<file path="src/rtl/uart_echo_bridge.sv">
// ---------------------------------------------------------------------------
// uart_echo_bridge
//
// Byte-stream bridge between a UART RX core and a UART TX core. Received
// bytes are optionally case-transformed, written into one synchronous
// show-ahead FIFO, and presented to the TX core. The bridge also counts
// overflow drops, reports fill level, and drives stretched activity LEDs.
//
// Optional feature: define UART_ECHO_XONXOFF_EN to add an XON/XOFF
// flow-control FSM that injects 0x13 when the FIFO reaches HIGH_WM and
// 0x11 once it has drained to LOW_WM. Without the macro, tx_data is always
// the FIFO head.
//
// Ports:
//   clk, rst        system clock, synchronous active-high reset
//   rx_data/rx_valid byte strobe from the RX core
//   mode            0=echo 1=upper-case 2=lower-case 3=drop all input
//   tx_data/tx_valid/tx_ready  valid/ready handshake towards the TX core:
//                   a transfer happens on a clk edge where tx_valid and
//                   tx_ready are both high; tx_data holds while tx_valid
//                   is high and tx_ready is low
//   level           FIFO occupancy, 0..DEPTH
//   ovf/ovf_cnt/ovf_clr  sticky overflow flag, saturating drop counter, clear
//   last_byte       last FIFO byte handed to TX
//   rx_act/tx_act   high for STRETCH cycles after each push / pop
// ---------------------------------------------------------------------------
module uart_echo_bridge #(
    parameter int DATA_W  = 8,
    parameter int DEPTH   = 16,
    parameter int STRETCH = 2500000,
    parameter int HIGH_WM = 12,
    parameter int LOW_WM  = 4
) (
    input  logic                       clk,
    input  logic                       rst,
    input  logic [DATA_W-1:0]          rx_data,
    input  logic                       rx_valid,
    input  logic [1:0]                 mode,
    output logic [DATA_W-1:0]          tx_data,
    output logic                       tx_valid,
    input  logic                       tx_ready,
    output logic [$clog2(DEPTH):0]     level,
    output logic                       ovf,
    input  logic                       ovf_clr,
    output logic [7:0]                 ovf_cnt,
    output logic [DATA_W-1:0]          last_byte,
    output logic                       rx_act,
    output logic                       tx_act
);

    localparam int AW = $clog2(DEPTH);
    localparam int LW = AW + 1;
    localparam int SW = $clog2(STRETCH + 1);
    localparam logic [LW-1:0] DEPTH_L   = LW'(DEPTH);
    localparam logic [SW-1:0] STRETCH_L = SW'(STRETCH);

    // Reject parameter sets the pointer arithmetic and watermarks cannot handle.
    if (DATA_W < 8 || DEPTH < 2 || (DEPTH & (DEPTH - 1)) != 0 ||
        STRETCH < 1 || LOW_WM >= HIGH_WM || HIGH_WM > DEPTH) begin : g_param_check
        $error("uart_echo_bridge: illegal parameter combination");
    end

    // Case transform on the low byte; upper bits pass through unchanged.
    function automatic logic [DATA_W-1:0] xform(input logic [DATA_W-1:0] din,
                                                input logic [1:0]        m);
        logic [DATA_W-1:0] r;
        logic [7:0]        lo;
        r  = din;
        lo = din[7:0];
        if (m == 2'd1 && lo >= 8'h61 && lo <= 8'h7A) begin
            lo = lo - 8'h20;
        end else if (m == 2'd2 && lo >= 8'h41 && lo <= 8'h5A) begin
            lo = lo + 8'h20;
        end
        r[7:0] = lo;
        return r;
    endfunction

    logic [DATA_W-1:0] mem_q [DEPTH];
    logic [DATA_W-1:0] mem_d [DEPTH];
    logic [AW-1:0]     wr_ptr_q, wr_ptr_d;
    logic [AW-1:0]     rd_ptr_q, rd_ptr_d;
    logic [LW-1:0]     level_q, level_d;
    logic              ovf_q, ovf_d;
    logic [7:0]        ovf_cnt_q, ovf_cnt_d;
    logic [DATA_W-1:0] last_byte_q, last_byte_d;
    logic [SW-1:0]     rx_cnt_q, rx_cnt_d;
    logic [SW-1:0]     tx_cnt_q, tx_cnt_d;

    logic              fifo_valid;
    logic [DATA_W-1:0] fifo_head;
    logic              pop;
    logic              push;
    logic              take;

    assign fifo_valid = (level_q != '0);
    assign fifo_head  = mem_q[rd_ptr_q];

`ifdef UART_ECHO_XONXOFF_EN
    localparam logic [1:0] FC_RUN       = 2'd0;
    localparam logic [1:0] FC_SEND_XOFF = 2'd1;
    localparam logic [1:0] FC_HOLD      = 2'd2;
    localparam logic [1:0] FC_SEND_XON  = 2'd3;
    localparam logic [LW-1:0] HIGH_L    = LW'(HIGH_WM);
    localparam logic [LW-1:0] LOW_L     = LW'(LOW_WM);
    localparam logic [DATA_W-1:0] XOFF_CHAR = DATA_W'(8'h13);
    localparam logic [DATA_W-1:0] XON_CHAR  = DATA_W'(8'h11);

    logic [1:0] fc_state_q, fc_state_d;
    logic       ctrl_pending;

    always_comb begin
        fc_state_d = fc_state_q;
        case (fc_state_q)
            FC_RUN:       if (level_q >= HIGH_L) fc_state_d = FC_SEND_XOFF;
            FC_SEND_XOFF: if (tx_ready)          fc_state_d = FC_HOLD;
            FC_HOLD:      if (level_q <= LOW_L)  fc_state_d = FC_SEND_XON;
            default:      if (tx_ready)          fc_state_d = FC_RUN;
        endcase
    end

    always_ff @(posedge clk) begin
        if (rst) fc_state_q <= FC_RUN;
        else     fc_state_q <= fc_state_d;
    end

    // A pending control character owns the TX port; the FIFO does not pop.
    assign ctrl_pending = (fc_state_q == FC_SEND_XOFF) || (fc_state_q == FC_SEND_XON);
    assign tx_valid     = ctrl_pending || fifo_valid;
    assign tx_data      = (fc_state_q == FC_SEND_XOFF) ? XOFF_CHAR :
                          (fc_state_q == FC_SEND_XON)  ? XON_CHAR  : fifo_head;
    assign pop          = !ctrl_pending && fifo_valid && tx_ready;
`else
    assign tx_valid = fifo_valid;
    assign tx_data  = fifo_head;
    assign pop      = fifo_valid && tx_ready;
`endif

    // A full FIFO still accepts a byte when a pop frees a slot the same cycle.
    assign take = rx_valid && (mode != 2'd3);
    assign push = take && ((level_q != DEPTH_L) || pop);

    always_comb begin
        mem_d       = mem_q;
        wr_ptr_d    = wr_ptr_q;
        rd_ptr_d    = rd_ptr_q;
        level_d     = level_q;
        ovf_d       = ovf_q;
        ovf_cnt_d   = ovf_cnt_q;
        last_byte_d = last_byte_q;

        if (push) begin
            mem_d[wr_ptr_q] = xform(rx_data, mode);
            wr_ptr_d        = wr_ptr_q + AW'(1);
        end
        if (pop) begin
            rd_ptr_d    = rd_ptr_q + AW'(1);
            last_byte_d = fifo_head;
        end
        if (push && !pop)      level_d = level_q + LW'(1);
        else if (pop && !push) level_d = level_q - LW'(1);

        // Clear wins over a same-cycle drop.
        if (ovf_clr) begin
            ovf_d     = 1'b0;
            ovf_cnt_d = 8'd0;
        end else if (take && !push) begin
            ovf_d = 1'b1;
            if (ovf_cnt_q != 8'hFF) ovf_cnt_d = ovf_cnt_q + 8'd1;
        end

        rx_cnt_d = push ? STRETCH_L : ((rx_cnt_q != '0) ? rx_cnt_q - SW'(1) : rx_cnt_q);
        tx_cnt_d = pop  ? STRETCH_L : ((tx_cnt_q != '0) ? tx_cnt_q - SW'(1) : tx_cnt_q);
    end

    // Storage is not reset; the pointers and level define what is valid.
    always_ff @(posedge clk) begin
        mem_q <= mem_d;
    end

    always_ff @(posedge clk) begin
        if (rst) begin
            wr_ptr_q    <= '0;
            rd_ptr_q    <= '0;
            level_q     <= '0;
            ovf_q       <= 1'b0;
            ovf_cnt_q   <= 8'd0;
            last_byte_q <= '0;
            rx_cnt_q    <= '0;
            tx_cnt_q    <= '0;
        end else begin
            wr_ptr_q    <= wr_ptr_d;
            rd_ptr_q    <= rd_ptr_d;
            level_q     <= level_d;
            ovf_q       <= ovf_d;
            ovf_cnt_q   <= ovf_cnt_d;
            last_byte_q <= last_byte_d;
            rx_cnt_q    <= rx_cnt_d;
            tx_cnt_q    <= tx_cnt_d;
        end
    end

    assign level     = level_q;
    assign ovf       = ovf_q;
    assign ovf_cnt   = ovf_cnt_q;
    assign last_byte = last_byte_q;
    assign rx_act    = (rx_cnt_q != '0);
    assign tx_act    = (tx_cnt_q != '0);

endmodule

</file>
<file path="config.mk">
export PLATFORM = sky130hd
export DESIGN_NAME = uart_echo_bridge
export DESIGN_NICKNAME = d
export VERILOG_FILES = /design/src/rtl/uart_echo_bridge.sv
export SDC_FILE = /design/constraint.sdc
export NUM_CORES = 1
export LEC_CHECK = 0
export ABC_CLOCK_PERIOD_IN_PS = 3950
export CAP_MARGIN = 15
export CORE_MARGIN = 3
export CORE_UTILIZATION = 50
export CTS_CLUSTER_SIZE = 30
export DETAILED_ROUTE_END_ITERATION = 7
export DONT_BUFFER_PORTS = 1
export GPL_TIMING_DRIVEN = 0
export PLACE_DENSITY = 0.69
export SLEW_MARGIN = 20
export SYNTH_ARGS = -nofsm -noshare
export SYNTH_HDL_FRONTEND = slang
export SYNTH_SLANG_ARGS = --single-unit
</file>
<file path="constraint.sdc">
create_clock -name clk -period 3.95 [get_ports clk]
set_clock_uncertainty 0.1 [all_clocks]
set_input_delay 0.395 -clock clk [delete_from_list [all_inputs] [get_ports clk]]
set_output_delay 0.395 -clock clk [all_outputs]
set_load 0.1 [all_outputs]
</file>
==> flow_summary.toml, run 1 <==
[status]
status = "finished, final reports clean"

[clocking]
cts_num_sinks = 202
insertion_delay_ns = 0.49
htreeDepth = 1
cts_tree = "built"
numCtsBuffers = 21
cts-root-buf = "clkbuf_16"
path_clk_slew_ns = 0.06
clk_path_buf_depth = 3

[detailed_routing]
drt_iter0_drc = 362
vias = 5467
wl_per_cell_um = 19.7
drtPass1Iterations = 5
via_per_inst = 5.91
ant_nets = 0
drc = 0
drt-total-wl_mm = 18.2

[global_routing]
grt_start_max_net_pins = 18
grtUsageTotal_pct = 19.5
grt_pass1_vias = 5556
grt-ovfl-total = 0
antenna_found_initial = 0
grt_pass1_wl_mm = 28.6

[timing]
whs_ns = 0.161
finalSetupViolCount = 0
post-route-min-period_ns = 3.74
fin_crit_sh_pct = 94.6
max-slew-margin-rel_pct = 26.0
fmax_mhz = 267
final.setup.tns_ns = 0
rsz0062_at_grt = "false"
hold_viol = 0
report.final.slew_viol_count = 0
tightest_slew_ns = 1.11

[logic_synthesis]
synth_flop_cell = "edfxtp_1"
netlist_area_um2 = 8670
syn_area_per_cell_um2 = 13.1
syn_inst = 663
synth_edf_count = 128
synthArstFlopShare_pct = 0
yosys_warnings = 0
synth_area_leaders = "edfxtp_1 (44%), dfxtp_1 (17%), mux4_2 (8.3%)"
synth_most_common_cell = "edfxtp_1"
synth_top_area_share_pct = 44.3
ys_seq_area_share_pct = 61.4
synth_top_cell_by_area = "edfxtp_1"
syn_nets = 696
synth_common_cells = "edfxtp_1 (128), dfxtp_1 (74), nor2_1 (61), nand2_1 (46), a21oi_1 (41)"
ys_types = 57
yosys_register_bits = 202

[worst_hold_path]
hp-class = "input pin to flop"

[layout]
area_growth_pct = 12.1
fin_nets = 724
diodes = 0
final_layout_size_suffix_gt1_share_pct = 13.6

[die]
die_w_um = 138
io_pins = 48
start_util_pct = 51.7
die_h_um = 138
core_area_um2 = 16800
dieArea_um2 = 19000
rows = 47

[pwr]
p_leak_uw = 0.00316
power_uw = 7070
power_density_nw_per_um2 = 728
ir_drop_v = 0.000419

[placed_design]
gp_congestion = 0.836
io_buffer_count = 0
dp_hpwl_mm = 12.5

[setup_path]
cp.required_ns = 3.45
cp-end-kind = "output port"
path_class = "flop to output port"
arrival_ns = 3.24
cp_max_fo = 10
critPathLaunchType = "flop"

[flow_run]
cap_violations = 0
==> timing repair <==
item / 4_1_cts / 5_1_grt
hold buffers: 5 / 0
setup endpoints to repair: 1 / 2
setup buffers: 0 / 0
hold endpoints to repair: 80 / 0
resized for setup: 4 / 2
==> sequential cells by signal, indices dropped and copies added, names as in the netlist <==
signal,count
ovf_cnt,8
wr_ptr_q,4
last_byte,8
tx_cnt_q,22
mem_q,128
level,5
rx_cnt_q,22
rd_ptr_q,4
ovf,1
==> critical path, cell delays in order, from the launching register on <==
cell and delay (ns):
dfxtp_1 0.34, clkbuf_1 0.39, buf_2 0.43, mux4_2 0.56, a22oi_1 0.33, nand2_1 0.68
==> path summary, 6_finish.rpt <==
check,startpoint,end,slack [ns],cells after the start
setup / recovery,rd_ptr_q[0],tx_data[2],0.21,5
hold / removal,rx_data[5],mem_q[61],0.16,1
setup reg to reg,level[0],level[4],0.43,11
hold reg to reg,tx_cnt_q[20],tx_cnt_q[20],0.40,2
==> metrics by stage <==
stage          util, %  setup slack, ns  cells  area (um2)
6_report          57.9            0.211    925        9710
5_1_grt           57.9           0.0242    925        9710
4_1_cts           57.9          0.00335    925        9710
3_5_place_dp      53.5           -0.270    884        8970
3_3_place_gp      53.4           -0.225    883        8940
2_1_floorplan        -            0.306    663        8670
==> final cells by class <==
class                           count  area [um2]
Fill cell                        1327        7050
Sequential cell                   202        5330
Multi-Input combinational cell    415        3170
Clock buffer                       25         541
Tap cell                          220         275
Clock inverter                     12         141
Buffer                             30         133
Inverter                           15        60.1
Timing Repair Buffer                6        57.6
==> report_power, final <==
| part | internal, uW | total (uW) | switching, uW |
|---|---|---|---|
| clock network | 1170 | 1960 | 784 |
| registers | 2440 | 2950 | 511 |
| logic | 774 | 2150 | 1380 |
==> metal layers <==
metal / GRT usage [%] / part of all wire [%]
met2: 34.1 / 51
met1: 24.8 / 42
met5: 0 / 0
met3: 3.62 / 4.9
met4: 5.88 / 2.6
==> placed cells by master, fill, tap and decap left out, drive strengths merged, types with 3 or more instances in the layout <==
master,count
a211oi,4
a21oi,41
a22oi,16
a31oi,4
buf,9
bufinv,3
clkbuf,47
clkinv,6
clkinvlp,4
dfxtp,74
dlygate4sd3,5
edfxtp,128
ha,17
inv,14
mux2i,3
mux4,32
nand2,46
nand2b,8
nand3,12
nand3b,3
nand4,6
nor2,62
nor2b,3
nor3,21
nor4,17
o211ai,4
o21ai,16
o31a,3
o31ai,7
or3,11
or4,14
xnor2,26
xor2,17
==> logic make-up after synthesis <==
family / Yosys count / synth area share, %
simple gates: 215 / 13.2
flops: 202 / 61.4
compound gates: 104 / 7.48
buf+inv: 46 / 2.22
xor+xnor: 43 / 4.35
mux: 35 / 8.66
fa+ha+maj: 18 / 2.69
(Power assumes the default switching activity.)
==> run 2: changes to the inputs <==
- CORE_MARGIN: 3 -> unset
==> run 2 against run 1 <==
  * Total power is 0.25% lower
  * Critical path depth stayed put
  * Sequential power hardly changed
  * Register-to-register slack got worse by 0.04 ns
  * Core utilization about the same
  * Maximum frequency is 1.3% higher
  * Highest routed layer unchanged
  * Worst hold slack better by 0.063 ns
  * Critical path type unchanged
  * First-iteration DRC count increased by 24%
  * Cell area hardly changed
==> flow_summary.toml, run 2 (synthesis results as in run 1) <==
[worst_hold_path]
whs_path_depth = 2
min_to = "mem_q[79]"
min_from = "rx_data[7]"
hp-class = "input pin to flop"

[setup_path]
r2r_slack_ns = 0.39
critPathLaunchType = "flop"
crit_path_top_delay_cell = "nand2_1"
cp.required_ns = 3.45
arrival_ns = 3.19
r2r-start = "level[0]"
crit_family = "buffers and inverters"
cp_max_fo = 10
path_class = "flop to output port"
critPathMaxStageDelay_ns = 0.67
cp-end-kind = "output port"
worstPathCellList = "clkbuf_1, buf_2, mux4_2, a22oi_1, nand2_1"
timing.rr.end = "level[4]"
path_depth = 5
r2r_cells = 11
critPathBufInv = 2

[clocking]
clk_path_buf_depth = 3
cts_tree = "built"
path_clk_slew_ns = 0.06
insertion_delay_ns = 0.50
htreeDepth = 1
numCtsBuffers = 21
cts-root-buf = "clkbuf_16"
cts_num_sinks = 202

[status]
status = "finished, final reports clean"

[global_routing]
grtUsageTotal_pct = 20.8
grt_pass1_wl_mm = 28.9
grt_start_max_net_pins = 18
grt_pass1_vias = 5393
antenna_found_initial = 0
grt-ovfl-total = 0

[placed_design]
io_buffer_count = 0
gp_congestion = 0.835
post_dp_cell_area_um2 = 8980
preCtsSetupSlack_ns = -0.296
dp_hpwl_mm = 12.4

[layout]
final_layout_size_suffix_gt1_share_pct = 13.9
fillerInstances = 1350
area_growth_pct = 12.0
layout_commonest_cell = "edfxtp_1"
fin_nets = 724
top_regs = "mem_q x128, rx_cnt_q x22, tx_cnt_q x22"
mostFrequentLayoutCells = "edfxtp_1 (128), dfxtp_1 (69), nor2_1 (61)"
largest_reg_flops = 128
diodes = 0
postLayoutCellArea_um2 = 9710
regMostFlops = "mem_q"

[timing]
fin_ws_ns = 0.261
max-slew-margin-rel_pct = 26.5
fmax_mhz = 271
post-route-min-period_ns = 3.69
hold_viol = 0
report.final.slew_viol_count = 0
tightest_slew_ns = 1.10
rsz0062_at_grt = "false"
finalSetupViolCount = 0
fin_crit_sh_pct = 93.4

[pwr]
power_density_nw_per_um2 = 726
ir_drop_v = 0.000424
p_leak_uw = 0.00318
power_uw = 7050

[die]
core_area_um2 = 16800
start_util_pct = 51.7
rows = 47
io_pins = 48
dieArea_um2 = 17900
die_w_um = 134
die_h_um = 134

[detailed_routing]
via_per_inst = 5.88
wl_per_cell_um = 19.3
drt_iter0_drc = 448
drc = 0
ant_nets = 0
drt-total-wl_mm = 17.9
drtPass1Iterations = 6
vias = 5441

[flow_run]
cap_violations = 0
==> run 2: layer usage <==
metal	GRT usage, %	wire (um)
met1	26.7	7370
met4	6.12	449
met5	0	0
met2	36.3	9130
met3	3.31	909
==> run 2: power breakdown <==
part           leakage, uW  switching (uW)  internal, uW
clock network     0.000334             774          1180
registers          0.00176             511          2440
logic              0.00108            1370           776
==> run 2: stage by stage <==
step           setup TNS, ns  hold WS, ns  utilization, %  cells
6_report                   0        0.224            57.9    925
5_1_grt                    0        0.262            57.9    925
4_1_cts                    0        0.231            57.9    925
3_5_place_dp          -0.296        0.387            53.6    884
3_3_place_gp          -0.211        0.361            53.4    883
2_1_floorplan              0        0.348               -    663
==> run 2: timing repair <==
item                       in CTS  in global routing
pin swaps                       0                  0
setup endpoints to repair       1                  1
gates resized for setup         5                  1
hold buffers                    5                  0
buffers inserted                0                  0
hold endpoints to repair       80                  0
==> run 2: cell type report <==
cell class                      count  area, um2  area share [%]
Tap cell                          220        275            2.84
Sequential cell                   202       5330            54.9
Clock inverter                     10        128            1.31
Multi-Input combinational cell    415       3180            32.7
Timing Repair Buffer                6       57.6           0.593
Buffer                             30        133            1.37
Clock buffer                       27        548            5.64
Inverter                           15       60.1           0.619
==> run 2: how the worst max path moves through the flow <==
stage,start,end,slack (ns)
4_1_cts,rd_ptr_q[0],tx_data[2],0.17
3_5_place_dp,level[0],level[4],-0.30
3_3_place_gp,level[0],level[4],-0.21
6_report,rd_ptr_q[0],tx_data[2],0.26
5_1_grt,rd_ptr_q[0],tx_data[2],0.04
2_1_floorplan,level[0],level[4],0.31
==> run 3: changes to the inputs <==
- CELL_PAD_IN_SITES_DETAIL_PLACEMENT: unset -> 0
- CELL_PAD_IN_SITES_GLOBAL_PLACEMENT: unset -> 1
- CORE_MARGIN: unset -> 2
- PLACE_DENSITY: 0.69 -> 0.8
==> run 3 against run 2 <==
  * Sequential share of layout area shrank 0.078 points
  * First-iteration DRC count increased by 1.3%
  * Register-to-register slack hardly changed
  * Core utilization is 1.1 points lower
  * Combinational power about the same
  * Wire length grew 4.5%
  * Non-clock buffer count is the same
  * Critical path depth unchanged
  * Clock-buffer cell count decreased by 1
  * Setup slack worse by 0.030 ns
  * Global-route usage is 0.20 points lower
  * Sequential cell count unchanged
  * Critical endpoint is now tx_data[1]
  * Largest cell class unchanged
  * Largest power group unchanged
==> flow_summary.toml, run 3 (synthesis results as in run 1) <==
[setup_path]
r2r_cells = 11
crit_family = "buffers and inverters"
path_depth = 5
cp_max_fo = 10
critPathBufInv = 2
cp.required_ns = 3.45
critPathMaxStageDelay_ns = 0.68
arrival_ns = 3.22
crit_path_top_delay_cell = "nand2_1"
cp-end-kind = "output port"
worstPathCellList = "clkbuf_1, buf_2, mux4_2, a22oi_1, nand2_1"
path_class = "flop to output port"
critPathLaunchType = "flop"

[status]
status = "finished, final reports clean"

[placed_design]
dp_cells = 889
gp_congestion = 0.799
dp_hpwl_mm = 12.5
io_buffer_count = 0

[die]
dieArea_um2 = 18400
die_h_um = 136
io_pins = 48
die_w_um = 136
start_util_pct = 50.6
core_area_um2 = 17100
rows = 48

[layout]
fin_nets = 725
area_growth_pct = 12.2
mostFrequentLayoutCells = "edfxtp_1 (128), dfxtp_1 (69), nor2_1 (61)"
final_layout_size_suffix_gt1_share_pct = 13.4
layout_commonest_cell = "edfxtp_1"
instances_no_fill = 933
regMostFlops = "mem_q"
largest_reg_flops = 128
final_util_pct = 56.8
diodes = 0
top_regs = "mem_q x128, rx_cnt_q x22, tx_cnt_q x22"

[clocking]
cts-root-buf = "clkbuf_16"
cts_tree = "built"
cts_num_sinks = 202
numCtsBuffers = 22
path_clk_slew_ns = 0.06
cts_setup_buffers = 0
htreeDepth = 1
insertion_delay_ns = 0.50
clk_path_buf_depth = 3

[detailed_routing]
drt-total-wl_mm = 18.7
vias = 5454
drtPass1Iterations = 5
drc = 0
via_per_inst = 5.85
drt_iter0_drc = 454
ant_nets = 0
wl_per_cell_um = 20.0

[timing]
finalSetupViolCount = 0
post-route-min-period_ns = 3.72
max-slew-margin-rel_pct = 25.8
report.final.slew_viol_count = 0
fin_crit_sh_pct = 94.1
fmax_mhz = 269
rsz0062_at_grt = "false"
tightest_slew_ns = 1.11
hold_viol = 0

[pwr]
p_leak_uw = 0.00318
ir_drop_v = 0.000387
power_density_nw_per_um2 = 725

[flow_run]
cap_violations = 0

[global_routing]
met1_usage_pct = 26.9
met3_usage_pct = 3.70
grt-ovfl-total = 0
grt_start_max_net_pins = 18
gr-usage-met2_pct = 35.2
grtUsageTotal_pct = 20.6
grt_pass1_vias = 5487
antenna_found_initial = 0
top_usage_layer = "met2"
grt_pass1_wl_mm = 29.6

[worst_hold_path]
hp-class = "input pin to flop"
whs_path_depth = 1
run 3: final timing paths:
| kind | slack, ns | endpoint | start |
|---|---|---|---|
| worst max-delay path | 0.23 | tx_data[1] | rd_ptr_q[0] |
| worst min-delay path | 0.17 | mem_q[29] | rx_data[5] |
| worst max register to register | 0.40 | level[4] | level[0] |
| worst min register to register | 0.37 | rx_cnt_q[11] | rx_cnt_q[11] |
run 3: timing repair:
item	4_1_cts	5_1_grt
hold buffers	5	0
resized for setup	5	1
setup endpoints to repair	2	1
endpoints found under the hold margin	80	0
run 3: cell type report:
type / instances / area [um2]
repair buffers: 6 / 57.6
multi-input cells: 415 / 3170
clock buffers: 26 / 566
inverters: 15 / 60.1
fillers: 1392 / 7390
clock inverters: 14 / 121
well taps: 225 / 282
plain buffers: 30 / 133
flip-flops and latches: 202 / 5330
run 3: power breakdown:
part	switching [uW]	leakage (uW)	internal, uW
Combinational	1370	0.00108	775
Clock	797	0.000335	1150
Sequential	511	0.00176	2440
Total	2680	0.00318	4370
run 3: layer usage:
metal	up-vias	wire length, um
met5	-	0
met4	0	516
met2	137	9260
li1	2567	-
met1	2720	8000
met3	30	888
run 3: per-stage QoR:
step	worst slack, ns	hold WS, ns	power, uW	setup TNS (ns)	instance area (um2)
final	0.231	0.169	7050	0	9720
after global routing	0.0413	0.164	7360	0	9720
after CTS	0.139	0.148	7080	0	9720
after detailed placement	-0.285	0.367	5110	-0.285	8980
after global placement	-0.276	0.357	5050	-0.276	8950
after floorplan	0.306	0.348	4690	0	8670
